## src/rtl/multicycle_ctrl_if.sv

```systemverilog
// Control bundle between the multicycle LEGv8 controller (master) and its datapath (slave).
interface multicycle_ctrl_if #(
    parameter int unsigned CNT_W = 32
) ();
    logic [10:0]      op;
    logic             zero;
    logic             mem_ready;
    logic             pc_write;
    logic             ir_write;
    logic             iord;
    logic             mem_read;
    logic             mem_write;
    logic             reg2loc;
    logic             alu_src_a;
    logic [1:0]       alu_src_b;
    logic [1:0]       alu_op;
    logic             mem_to_reg;
    logic             reg_write;
    logic             pc_src;
    logic             halted;
    logic [CNT_W-1:0] instret;
    logic [3:0]       state;

    modport master (
        input  op, zero, mem_ready,
        output pc_write, ir_write, iord, mem_read, mem_write, reg2loc, alu_src_a, alu_src_b,
               alu_op, mem_to_reg, reg_write, pc_src, halted, instret, state
    );

    modport slave (
        output op, zero, mem_ready,
        input  pc_write, ir_write, iord, mem_read, mem_write, reg2loc, alu_src_a, alu_src_b,
               alu_op, mem_to_reg, reg_write, pc_src, halted, instret, state
    );
endinterface

```

## src/rtl/multicycle_ctrl.sv

```systemverilog
// Multicycle LEGv8 control FSM: fetch/decode/execute/memory/writeback sequencing with
// memory-ready stalls, retired-instruction counting and halt on illegal opcodes.
module multicycle_ctrl #(
    parameter int unsigned CNT_W        = 32,
    parameter bit          ILLEGAL_HALT = 1'b1
) (
    input  logic               clk,
    input  logic               reset,
    multicycle_ctrl_if.master  bus
);
    typedef enum logic [3:0] {
        StFetch  = 4'd0,
        StDecode = 4'd1,
        StMemAdr = 4'd2,
        StMemRd  = 4'd3,
        StMemWb  = 4'd4,
        StMemWr  = 4'd5,
        StRExec  = 4'd6,
        StRWb    = 4'd7,
        StBranch = 4'd8,
        StHalt   = 4'd9
    } state_e;

    state_e           state_q, state_d;
    logic [CNT_W-1:0] instret_q, instret_d;
    logic             retire;

    logic is_ldur, is_stur, is_cbz, is_rtype;

    assign is_ldur  = (bus.op == 11'b111_1100_0010);
    assign is_stur  = (bus.op == 11'b111_1100_0000);
    assign is_cbz   = (bus.op[10:3] == 8'b1011_0100);
    assign is_rtype = bus.op[10] && (bus.op[7:4] == 4'b0101) && (bus.op[2:0] == 3'b000);

    // State register
    always_ff @(posedge clk) begin
        if (reset) begin
            state_q   <= StFetch;
            instret_q <= '0;
        end else begin
            state_q   <= state_d;
            instret_q <= instret_d;
        end
    end

    // Next state and retire
    always_comb begin
        state_d = state_q;
        retire  = 1'b0;
        unique case (state_q)
            StFetch:  if (bus.mem_ready) state_d = StDecode;
            StDecode: begin
                if (is_ldur || is_stur) state_d = StMemAdr;
                else if (is_rtype)      state_d = StRExec;
                else if (is_cbz)        state_d = StBranch;
                else                    state_d = ILLEGAL_HALT ? StHalt : StFetch;
            end
            StMemAdr: state_d = is_stur ? StMemWr : StMemRd;
            StMemRd:  if (bus.mem_ready) state_d = StMemWb;
            StMemWb: begin
                state_d = StFetch;
                retire  = 1'b1;
            end
            StMemWr: begin
                if (bus.mem_ready) begin
                    state_d = StFetch;
                    retire  = 1'b1;
                end
            end
            StRExec:  state_d = StRWb;
            StRWb: begin
                state_d = StFetch;
                retire  = 1'b1;
            end
            StBranch: begin
                state_d = StFetch;
                retire  = 1'b1;
            end
            StHalt:   state_d = StHalt;
            default:  state_d = StFetch;
        endcase
    end

    assign instret_d = instret_q + CNT_W'(retire);

    logic       pc_write, ir_write, iord, mem_read, mem_write, reg2loc, alu_src_a;
    logic [1:0] alu_src_b, alu_op;
    logic       mem_to_reg, reg_write, pc_src, halted;

    // Outputs
    always_comb begin
        pc_write   = 1'b0;
        ir_write   = 1'b0;
        iord       = 1'b0;
        mem_read   = 1'b0;
        mem_write  = 1'b0;
        reg2loc    = 1'b0;
        alu_src_a  = 1'b0;
        alu_src_b  = 2'b00;
        alu_op     = 2'b00;
        mem_to_reg = 1'b0;
        reg_write  = 1'b0;
        pc_src     = 1'b0;
        halted     = 1'b0;
        unique case (state_q)
            StFetch: begin
                mem_read = 1'b1;
                if (bus.mem_ready) begin
                    ir_write  = 1'b1;
                    pc_write  = 1'b1;
                    alu_src_b = 2'b01;
                end
            end
            StDecode: begin
                alu_src_b = 2'b11;
                reg2loc   = is_stur || is_cbz;
            end
            StMemAdr: begin
                alu_src_a = 1'b1;
                alu_src_b = 2'b10;
                reg2loc   = is_stur;
            end
            StMemRd: begin
                iord     = 1'b1;
                mem_read = 1'b1;
            end
            StMemWb: begin
                reg_write  = 1'b1;
                mem_to_reg = 1'b1;
            end
            StMemWr: begin
                iord      = 1'b1;
                mem_write = 1'b1;
                reg2loc   = 1'b1;
            end
            StRExec: begin
                alu_src_a = 1'b1;
                alu_op    = 2'b10;
            end
            StRWb:    reg_write = 1'b1;
            StBranch: begin
                reg2loc   = 1'b1;
                alu_src_a = 1'b1;
                alu_op    = 2'b01;
                pc_src    = 1'b1;
                pc_write  = bus.zero;
            end
            StHalt:   halted = 1'b1;
            default:  ;
        endcase
        // Reset suppresses side effects of the state being abandoned this cycle
        if (reset) begin
            pc_write  = 1'b0;
            ir_write  = 1'b0;
            mem_read  = 1'b0;
            mem_write = 1'b0;
            reg_write = 1'b0;
            halted    = 1'b0;
        end
    end

    assign bus.pc_write   = pc_write;
    assign bus.ir_write   = ir_write;
    assign bus.iord       = iord;
    assign bus.mem_read   = mem_read;
    assign bus.mem_write  = mem_write;
    assign bus.reg2loc    = reg2loc;
    assign bus.alu_src_a  = alu_src_a;
    assign bus.alu_src_b  = alu_src_b;
    assign bus.alu_op     = alu_op;
    assign bus.mem_to_reg = mem_to_reg;
    assign bus.reg_write  = reg_write;
    assign bus.pc_src     = pc_src;
    assign bus.halted     = halted;
    assign bus.instret    = instret_q;
    assign bus.state      = state_q;
endmodule
```

## src/flat_wrapper.sv

```systemverilog
// flat-port wrapper written by rule: the top's interface ports become plain ports
module multicycle_ctrl_flat 
#(
    parameter int unsigned CNT_W        = 32,
    parameter bit          ILLEGAL_HALT = 1'b1
)
  (clk, reset, bus_op, bus_zero, bus_mem_ready, bus_pc_write, bus_ir_write, bus_iord, bus_mem_read, bus_mem_write, bus_reg2loc, bus_alu_src_a, bus_alu_src_b, bus_alu_op, bus_mem_to_reg, bus_reg_write, bus_pc_src, bus_halted, bus_instret, bus_state);
  multicycle_ctrl_if #(.CNT_W(CNT_W)) bus_i ();
  input  logic clk;
  input  logic reset;
  input wire logic [$bits(bus_i.op)-1:0] bus_op;
  input wire logic [$bits(bus_i.zero)-1:0] bus_zero;
  input wire logic [$bits(bus_i.mem_ready)-1:0] bus_mem_ready;
  output wire logic [$bits(bus_i.pc_write)-1:0] bus_pc_write;
  output wire logic [$bits(bus_i.ir_write)-1:0] bus_ir_write;
  output wire logic [$bits(bus_i.iord)-1:0] bus_iord;
  output wire logic [$bits(bus_i.mem_read)-1:0] bus_mem_read;
  output wire logic [$bits(bus_i.mem_write)-1:0] bus_mem_write;
  output wire logic [$bits(bus_i.reg2loc)-1:0] bus_reg2loc;
  output wire logic [$bits(bus_i.alu_src_a)-1:0] bus_alu_src_a;
  output wire logic [$bits(bus_i.alu_src_b)-1:0] bus_alu_src_b;
  output wire logic [$bits(bus_i.alu_op)-1:0] bus_alu_op;
  output wire logic [$bits(bus_i.mem_to_reg)-1:0] bus_mem_to_reg;
  output wire logic [$bits(bus_i.reg_write)-1:0] bus_reg_write;
  output wire logic [$bits(bus_i.pc_src)-1:0] bus_pc_src;
  output wire logic [$bits(bus_i.halted)-1:0] bus_halted;
  output wire logic [$bits(bus_i.instret)-1:0] bus_instret;
  output wire logic [$bits(bus_i.state)-1:0] bus_state;
  assign bus_i.op = bus_op;
  assign bus_i.zero = bus_zero;
  assign bus_i.mem_ready = bus_mem_ready;
  assign bus_pc_write = bus_i.pc_write;
  assign bus_ir_write = bus_i.ir_write;
  assign bus_iord = bus_i.iord;
  assign bus_mem_read = bus_i.mem_read;
  assign bus_mem_write = bus_i.mem_write;
  assign bus_reg2loc = bus_i.reg2loc;
  assign bus_alu_src_a = bus_i.alu_src_a;
  assign bus_alu_src_b = bus_i.alu_src_b;
  assign bus_alu_op = bus_i.alu_op;
  assign bus_mem_to_reg = bus_i.mem_to_reg;
  assign bus_reg_write = bus_i.reg_write;
  assign bus_pc_src = bus_i.pc_src;
  assign bus_halted = bus_i.halted;
  assign bus_instret = bus_i.instret;
  assign bus_state = bus_i.state;
  multicycle_ctrl #(.CNT_W(CNT_W), .ILLEGAL_HALT(ILLEGAL_HALT)) u_core (.clk(clk), .reset(reset), .bus(bus_i));
endmodule
```

## config.mk

```make
export PLATFORM = sky130hd
export DESIGN_NAME = multicycle_ctrl_flat
export DESIGN_NICKNAME = d
export VERILOG_FILES = /design/src/rtl/multicycle_ctrl_if.sv /design/src/rtl/multicycle_ctrl.sv /design/src/flat_wrapper.sv
export SDC_FILE = /design/constraint.sdc
export NUM_CORES = 1
export LEC_CHECK = 0
export ABC_AREA = 1
export CAP_MARGIN = 5
export CORE_MARGIN = 4
export CORE_UTILIZATION = 51
export DETAILED_ROUTE_END_ITERATION = 6
export GPL_ROUTABILITY_DRIVEN = 0
export GPL_TIMING_DRIVEN = 0
export PLACE_DENSITY_LB_ADDON = 0.15
export REMOVE_ABC_BUFFERS = 1
export SYNTH_ARGS = -nofsm -noshare
export SYNTH_HDL_FRONTEND = slang
export SYNTH_SLANG_ARGS = --single-unit
```

## constraint.sdc

```tcl
create_clock -name clk -period 5.6 [get_ports clk]
set_input_delay 1.4 -clock clk [delete_from_list [all_inputs] [get_ports clk]]
set_output_delay 1.4 -clock clk [all_outputs]
set_load 0.05 [all_outputs]
```

==> summary.txt, run 1 <==
Pwr
  – Pwr Density: ~200 nW/um^2
  – Static Leakage: 1.10 nW
  – Peak VDD IR: approximately 0.00015 V

Detailed routing
  – Vias per std cell: 5.21
  – Routed wire length per instance: approximately 12 um
  – WL final: 5840 um
  – Drt drc: 0
  – DRT iter0 DRCs: between 150 and 200
  – Vias: 2,481
  – Pre-Repair DR Iteration Count: 4
  – Antenna Nets Post-Route: 0

Layout
  – Area Overhead vs Synth: 35.8%
  – Most frequent cells in the layout: 92 x nand2_1, 65 x clkdlybuf4s50_1, 61 x nor2_1, 47 x inv_1, 36 x dfxtp_1
  – Layout Cells excl Fill: 476
  – Most common cell after layout, fill and taps aside: nand2_1
  – Layout cells sized above 1: 0.0563
  – Fin nets: 442
  – # diodes: 0
  – Finished Cell Area: roughly 3000 um^2

Yosys
  – Post-synthesis compound-gate area fraction: 0.106
  – Ys Warns: 0
  – Synth top area cells: dfxtp_1 33%, nand2_1 16%, nor2_1 10%
  – Post-Synth Simple-Gate Area: 0.451
  – Post-synthesis cell count: ~360
  – Share of the yosys chip area belonging to registers: 0.327
  – Largest family of logic cells by synthesized area: simple AND/OR/NAND/NOR gates
  – Top cell type's share of synthesized area: 0.327
  – Xor/xnor share of the synthesized area: 0.0119
  – Avg Inst Size Synth: approximately 6.2 um^2
  – Synth area leader: dfxtp_1
  – Area share of fa/ha/maj cells after synthesis: 0.0114
  – Yosys cell types: 23
  – Yosys reg bits: 36
  – Multiplexer share of the synthesized area: 0
  – Mapped Area: 2200 um^2

Timing
  – Relative slew slack: 0.251
  – Fin crit period: around 5.0 ns
  – Final Cycle Share: 0.889
  – Peak Freq: ~0.20 GHz
  – Setup violators final: 0
  – Max Slew Vio Count: 0
  – Fin Clk Skew: 0.00494 ns
  – Setup ws final: 0.623 ns
  – Final hold violation count: 0
  – RSZ-0062 raised after global routing: no
  – Worst-Margin Slew: ~1.1 ns
  – Setup_tns: 0 ns

Clock tree
  – Clk slew on worst S/H paths: 0.07 ns
  – Clock Path Buffers: 2
  – Worst skew pair latency: 0.29 ns
  – CTS Hold Buffers Added: 0
  – H-tree levels: 2
  – CTS Buf Count: 5
  – Clock Tree Root: clkbuf_8
  – Post-CTS Setup Inserts: 0
  – CTS sink cnt: 36
  – Post_cts resized: 0
  – CTS tree: yes

Critical path
  – Worst Path Class, Setup: in2out
  – Worst Path Required: 4.20 ns
  – Worst-path cell chain: clkdlybuf4s50_1, a21oi_1, clkdlybuf4s50_1
  – Crit. End Element: primary output
  – Critical path's slowest cell: clkdlybuf4s50_1
  – Largest incremental delay on the critical path: 0.98 ns
  – Max Fanout on Critical Path: 29
  – Critical Path AT: 3.58 ns
  – CP Launch Type: input port
  – Most Frequent Cell on Critical Path: clkdlybuf4s50_1

Place
  – Placed cells: around 470
  – Port buffer count: 65
  – Placed cell areas: 2900 um^2
  – Pre-CTS setup slack: 0.629 ns
  – DP HPWL: between 4000 and 5000 um

Floorplan
  – Die area: 5430 um^2
  – Rows: 23
  – I/O Pins: 66
  – Die X: 73.7 um
  – Die Y: 73.7 um
  – Core ar.: 4090 um^2
  – Initial Util: 0.539

GRT
  – Overflow left after global routing: 0
  – Vias in the first global route: 2,308
  – Antenna violations before repair: 0
  – Met2 GRT Util: 0.390
  – GR Util All Layers: 0.224
  – GR Layer Usage met1: 0.251
  – Met3 usage: 0.0616
  – First-pass GRT wire length: 9560 um
  – Largest net degree at the start of global routing: 30
  – GRT busiest layer: met2

Worst hold path
  – Hold Path Class: reg2reg

Status
  – Status: completed

Run
  – Max-Cap Viols: 0
==> state kept, by name (all words and copies together), names as in the netlist <==
| name | flops |
|---|---|
| u_core.bus.instret | 32 |
| u_core.bus.state | 4 |
==> worst max-delay path, delay by kind of cell <==
kind / cells / cell delay, ns
compound gates: 1 / 0.34
buf+inv: 2 / 1.82
==> cell usage after synthesis, drive strengths merged <==
master  instances
nand2          96
a21oi          30
or2             1
o21a            2
dfxtp          36
clkinv          1
nand4          10
ha              2
xor2            3
clkbuf          4
o211ai          1
nor2           68
o21ai          12
nor3           17
nand3          17
inv            49
nand3b          8
==> layout make-up <==
cell class / instances / area, um^2
flip-flops and latches: 36 / 721
multi-input cells: 267 / 1280
fillers: 362 / 1100
inverters: 50 / 188
clock buffers: 8 / 90.1
repair buffers: 65 / 651
well taps: 50 / 62.6
==> per-stage QoR <==
stage | hold slack (ns) | utilization | total power [mW]
6_report | 0.472 | 0.731 | 0.605
5_1_grt | 0.499 | 0.731 | 0.630
4_1_cts | 0.479 | 0.731 | 0.608
3_5_place_dp | 0.467 | 0.709 | 0.418
3_3_place_gp | 0.464 | 0.709 | 0.417
2_1_floorplan | 0.680 | - | 0.364
==> kinds of logic after synthesis <==
family / after synthesis
simple gates: 217
buf+inv: 54
compound gates: 45
flops: 36
xor+xnor: 3
fa+ha+maj: 2
==> layer usage <==
| layer | vias up | share of wire |
|---|---|---|
| met1 | 1101 | 0.42 |
| met2 | 89 | 0.48 |
| met5 | - | 0 |
| li1 | 1277 | - |
| met3 | 14 | 0.077 |
| met4 | 0 | 0.028 |
==> where the power goes <==
part           internal, mW  switching [mW]  leakage (nW)
logic                0.0485           0.101         0.766
registers             0.260         0.00331         0.290
clock network         0.100          0.0914        0.0455
==> final timing paths <==
check	startpoint	to	slack, ns	cells after the start
max	reset	bus_pc_write	0.62	3
min	u_core.bus.instret[31]$_SDFF_PP0_	u_core.bus.instret[31]$_SDFF_PP0_	0.47	2
max reg2reg	u_core.bus.state[0]$_SDFFE_PP0P_	u_core.bus.instret[14]$_SDFF_PP0_	2.95	14
min reg2reg	u_core.bus.instret[31]$_SDFF_PP0_	u_core.bus.instret[31]$_SDFF_PP0_	0.47	2
No activity file was read; power rests on OpenSTA's default activity.
==> inputs of run 2 (changes only) <==
- CORE_UTILIZATION: 51 -> 47
- clock period: 5.6 -> 5 ns (I/O delays scaled with it)
==> run 2 against run 1 <==
  * Die area is 7.6% higher
  * Critical path depth stayed put
  * Sequential share of layout area is 0.050 points lower
  * Total power is 13% higher
  * Via count is 0.73% lower
  * Largest cell class unchanged
  * Largest power group unchanged
  * Highest routed layer unchanged
==> summary.txt, run 2 (synthesis results as in run 1) <==
Clock tree
  – Clock Path Buffers: 2 (unchanged)
  – CTS sink cnt: 36 (unchanged)
  – Worst skew pair latency: 0.29 ns (about the same)
  – CTS tree: yes (unchanged)
  – CTS Hold Buffers Added: 0 (unchanged)
  – CTS Buf Count: 5 (unchanged)
  – Clock Tree Root: clkbuf_8 (unchanged)
  – H-tree levels: 2 (unchanged)
  – Post_cts resized: 0 (unchanged)
  – Post-CTS Setup Inserts: 0 (unchanged)
  – Clk slew on worst S/H paths: 0.07 ns (about the same)

GRT
  – First-pass GRT wire length: 10,200 um (was 9560 um)
  – Met3 usage: 0.0579 (was 0.0616)
  – Vias in the first global route: 2,280 (was 2,308)
  – Antenna violations before repair: 0 (unchanged)
  – GR Layer Usage met1: 0.259 (was 0.251)
  – Met2 GRT Util: 0.361 (was 0.390)
  – GR Util All Layers: 0.210 (was 0.224)
  – GRT busiest layer: met2 (unchanged)
  – Largest net degree at the start of global routing: 30 (unchanged)
  – Overflow left after global routing: 0 (unchanged)

Pwr
  – Peak VDD IR: 0.000161 V (was 0.000151 V)
  – Switch share: 0.332 (was 0.324)
  – Clock network power share: 0.325 (was 0.317)
  – Internal cell power: 458 uW (was 409 uW)
  – Pwr Density: 229 nW/um^2 (was 202 nW/um^2)
  – Net Switching: 227 uW (was 196 uW)
  – Logic gate share of total power: 0.243 (was 0.247)
  – Sequential Power Share: 0.432 (was 0.436)
  – Static Leakage: 1.10 nW (about the same)

Timing
  – Relative slew slack: 0.297 (was 0.251)
  – Peak Freq: 0.215 GHz
  – Final Cycle Share: 0.928
  – Final hold violation count: 0 (unchanged)
  – Max Slew Vio Count: 0 (unchanged)
  – Fin crit period: between 4 and 5 ns
  – Worst-Margin Slew: 1.05 ns (was 1.12 ns)
  – Fin Clk Skew: 0.0101 ns (was 0.00494 ns)
  – Worst hold slack: 0.479 ns (was 0.472 ns)
  – Setup violators final: 0 (unchanged)
  – RSZ-0062 raised after global routing: no (unchanged)
  – Setup_tns: 0 ns (unchanged)

Layout
  – # diodes: 0 (unchanged)
  – Most frequent cells in the layout: 92 x nand2_1, 65 x clkdlybuf4s50_1, 61 x nor2_1, 47 x inv_1, 36 x dfxtp_1 (unchanged)
  – Layout cells sized above 1: 0.0587 (was 0.0563)
  – Area Overhead vs Synth: 36.1% (was 35.8%)
  – Most common cell after layout, fill and taps aside: nand2_1 (unchanged)
  – Finished Cell Area: 3000 um^2 (was 2990 um^2)
  – Fin nets: 442 (unchanged)
  – Max reg flops: 32 (unchanged)
  – Layout Cells excl Fill: 478 (was 476)

Detailed routing
  – Pre-Repair DR Iteration Count: 4 (unchanged)
  – Drt drc: 0 (unchanged)
  – Routed wire length per instance: 12.5 um (was 12.3 um)
  – Antenna Nets Post-Route: 0 (unchanged)
  – WL final: 5980 um (was 5840 um)
  – Vias: 2,463 (was 2,481)
  – DRT iter0 DRCs: 148 (was 165)
  – Vias per std cell: 5.15 (was 5.21)

Floorplan
  – Core ar.: 4440 um^2 (was 4090 um^2)
  – Die X: 76.4 um (was 73.7 um)
  – I/O Pins: 66 (unchanged)
  – Initial Util: 0.495 (was 0.539)
  – Rows: 24 (was 23)
  – Die Y: 76.4 um (was 73.7 um)
  – Die area: 5840 um^2 (was 5430 um^2)

Worst hold path
  – Hold Path Class: reg2reg (unchanged)

Critical path
  – Crit. End Element: primary output (unchanged)
  – Critical Path AT: 3.39 ns (was 3.58 ns)
  – Most Frequent Cell on Critical Path: clkdlybuf4s50_1 (unchanged)
  – Worst Path Buf+Inv: 2 (unchanged)
  – Max Fanout on Critical Path: 29 (unchanged)
  – Worst Path Class, Setup: in2out (unchanged)
  – Worst-path cell chain: clkdlybuf4s50_1, a21oi_1, clkdlybuf4s50_1 (unchanged)
  – Largest incremental delay on the critical path: 0.95 ns (was 0.98 ns)
  – CP Launch Type: input port (unchanged)
  – Worst Path Required: 3.75 ns (was 4.20 ns)
  – CP top delay family: buffers and inverters (unchanged)
  – Critical path's slowest cell: clkdlybuf4s50_1 (unchanged)

Run
  – Max-Cap Viols: 0 (unchanged)

Place
  – DP HPWL: 4650 um (was 4520 um)
  – Placed cells: 470 (was 468)
  – Port buffer count: 65 (unchanged)
  – Placed cell areas: 2900 um^2 (about the same)

Status
  – Status: completed (unchanged)
-- run 2: final timing paths --
check                                                        from                           endpoint  slack (ns)  depth (start not counted)
worst max-delay path                                        reset                       bus_pc_write        0.36                          3
worst max register to register   u_core.bus.state[0]$_SDFFE_PP0P_  u_core.bus.instret[30]$_SDFF_PP0_        2.39                         14
worst min-delay path            u_core.bus.instret[31]$_SDFF_PP0_  u_core.bus.instret[31]$_SDFF_PP0_        0.48                          2
worst min register to register  u_core.bus.instret[31]$_SDFF_PP0_  u_core.bus.instret[31]$_SDFF_PP0_        0.48                          2
-- run 2: area by class of cell --
type	instances	area [um^2]
repair buffers	65	651
inverters	50	188
clock inverters	1	7.51
multi-input cells	267	1280
clock buffers	7	86.3
well taps	52	65.1
flip-flops and latches	36	721
fillers	424	1450
-- run 2: power by group through the flow --
stage	Sequential (mW)	Combinational [mW]	Clock (mW)
2_1_floorplan	0.317	0.0911	0
3_3_place_gp	0.302	0.165	0
3_5_place_dp	0.302	0.166	0
4_1_cts	0.296	0.167	0.227
5_1_grt	0.296	0.179	0.241
6_report	0.296	0.166	0.223
-- run 2: per-layer routing --
metal / routed length [um] / part of all wire / vias to the layer above
met1: 2540 / 0.42 / 1100
li1: - / - / 1280
met3: 424 / 0.071 / 4
met2: 2970 / 0.50 / 79
met4: 46 / 0.0077 / 0
met5: 0 / 0 / -
-- run 2: worst min-delay path, cell delays in order (launching register included) --
cell     delay (ns)
dfxtp_1        0.32
nand2_1        0.06
a21oi_1        0.05
-- run 2: stage by stage --
| stage | utilization | setup slack, ns | power, mW |
|---|---|---|---|
| floorplan | - | 0.806 | 0.408 |
| global placement | 0.653 | 0.324 | 0.467 |
| detailed placement | 0.653 | 0.290 | 0.468 |
| CTS | 0.674 | 0.274 | 0.690 |
| global route | 0.674 | 0.176 | 0.716 |
| finish | 0.674 | 0.359 | 0.685 |
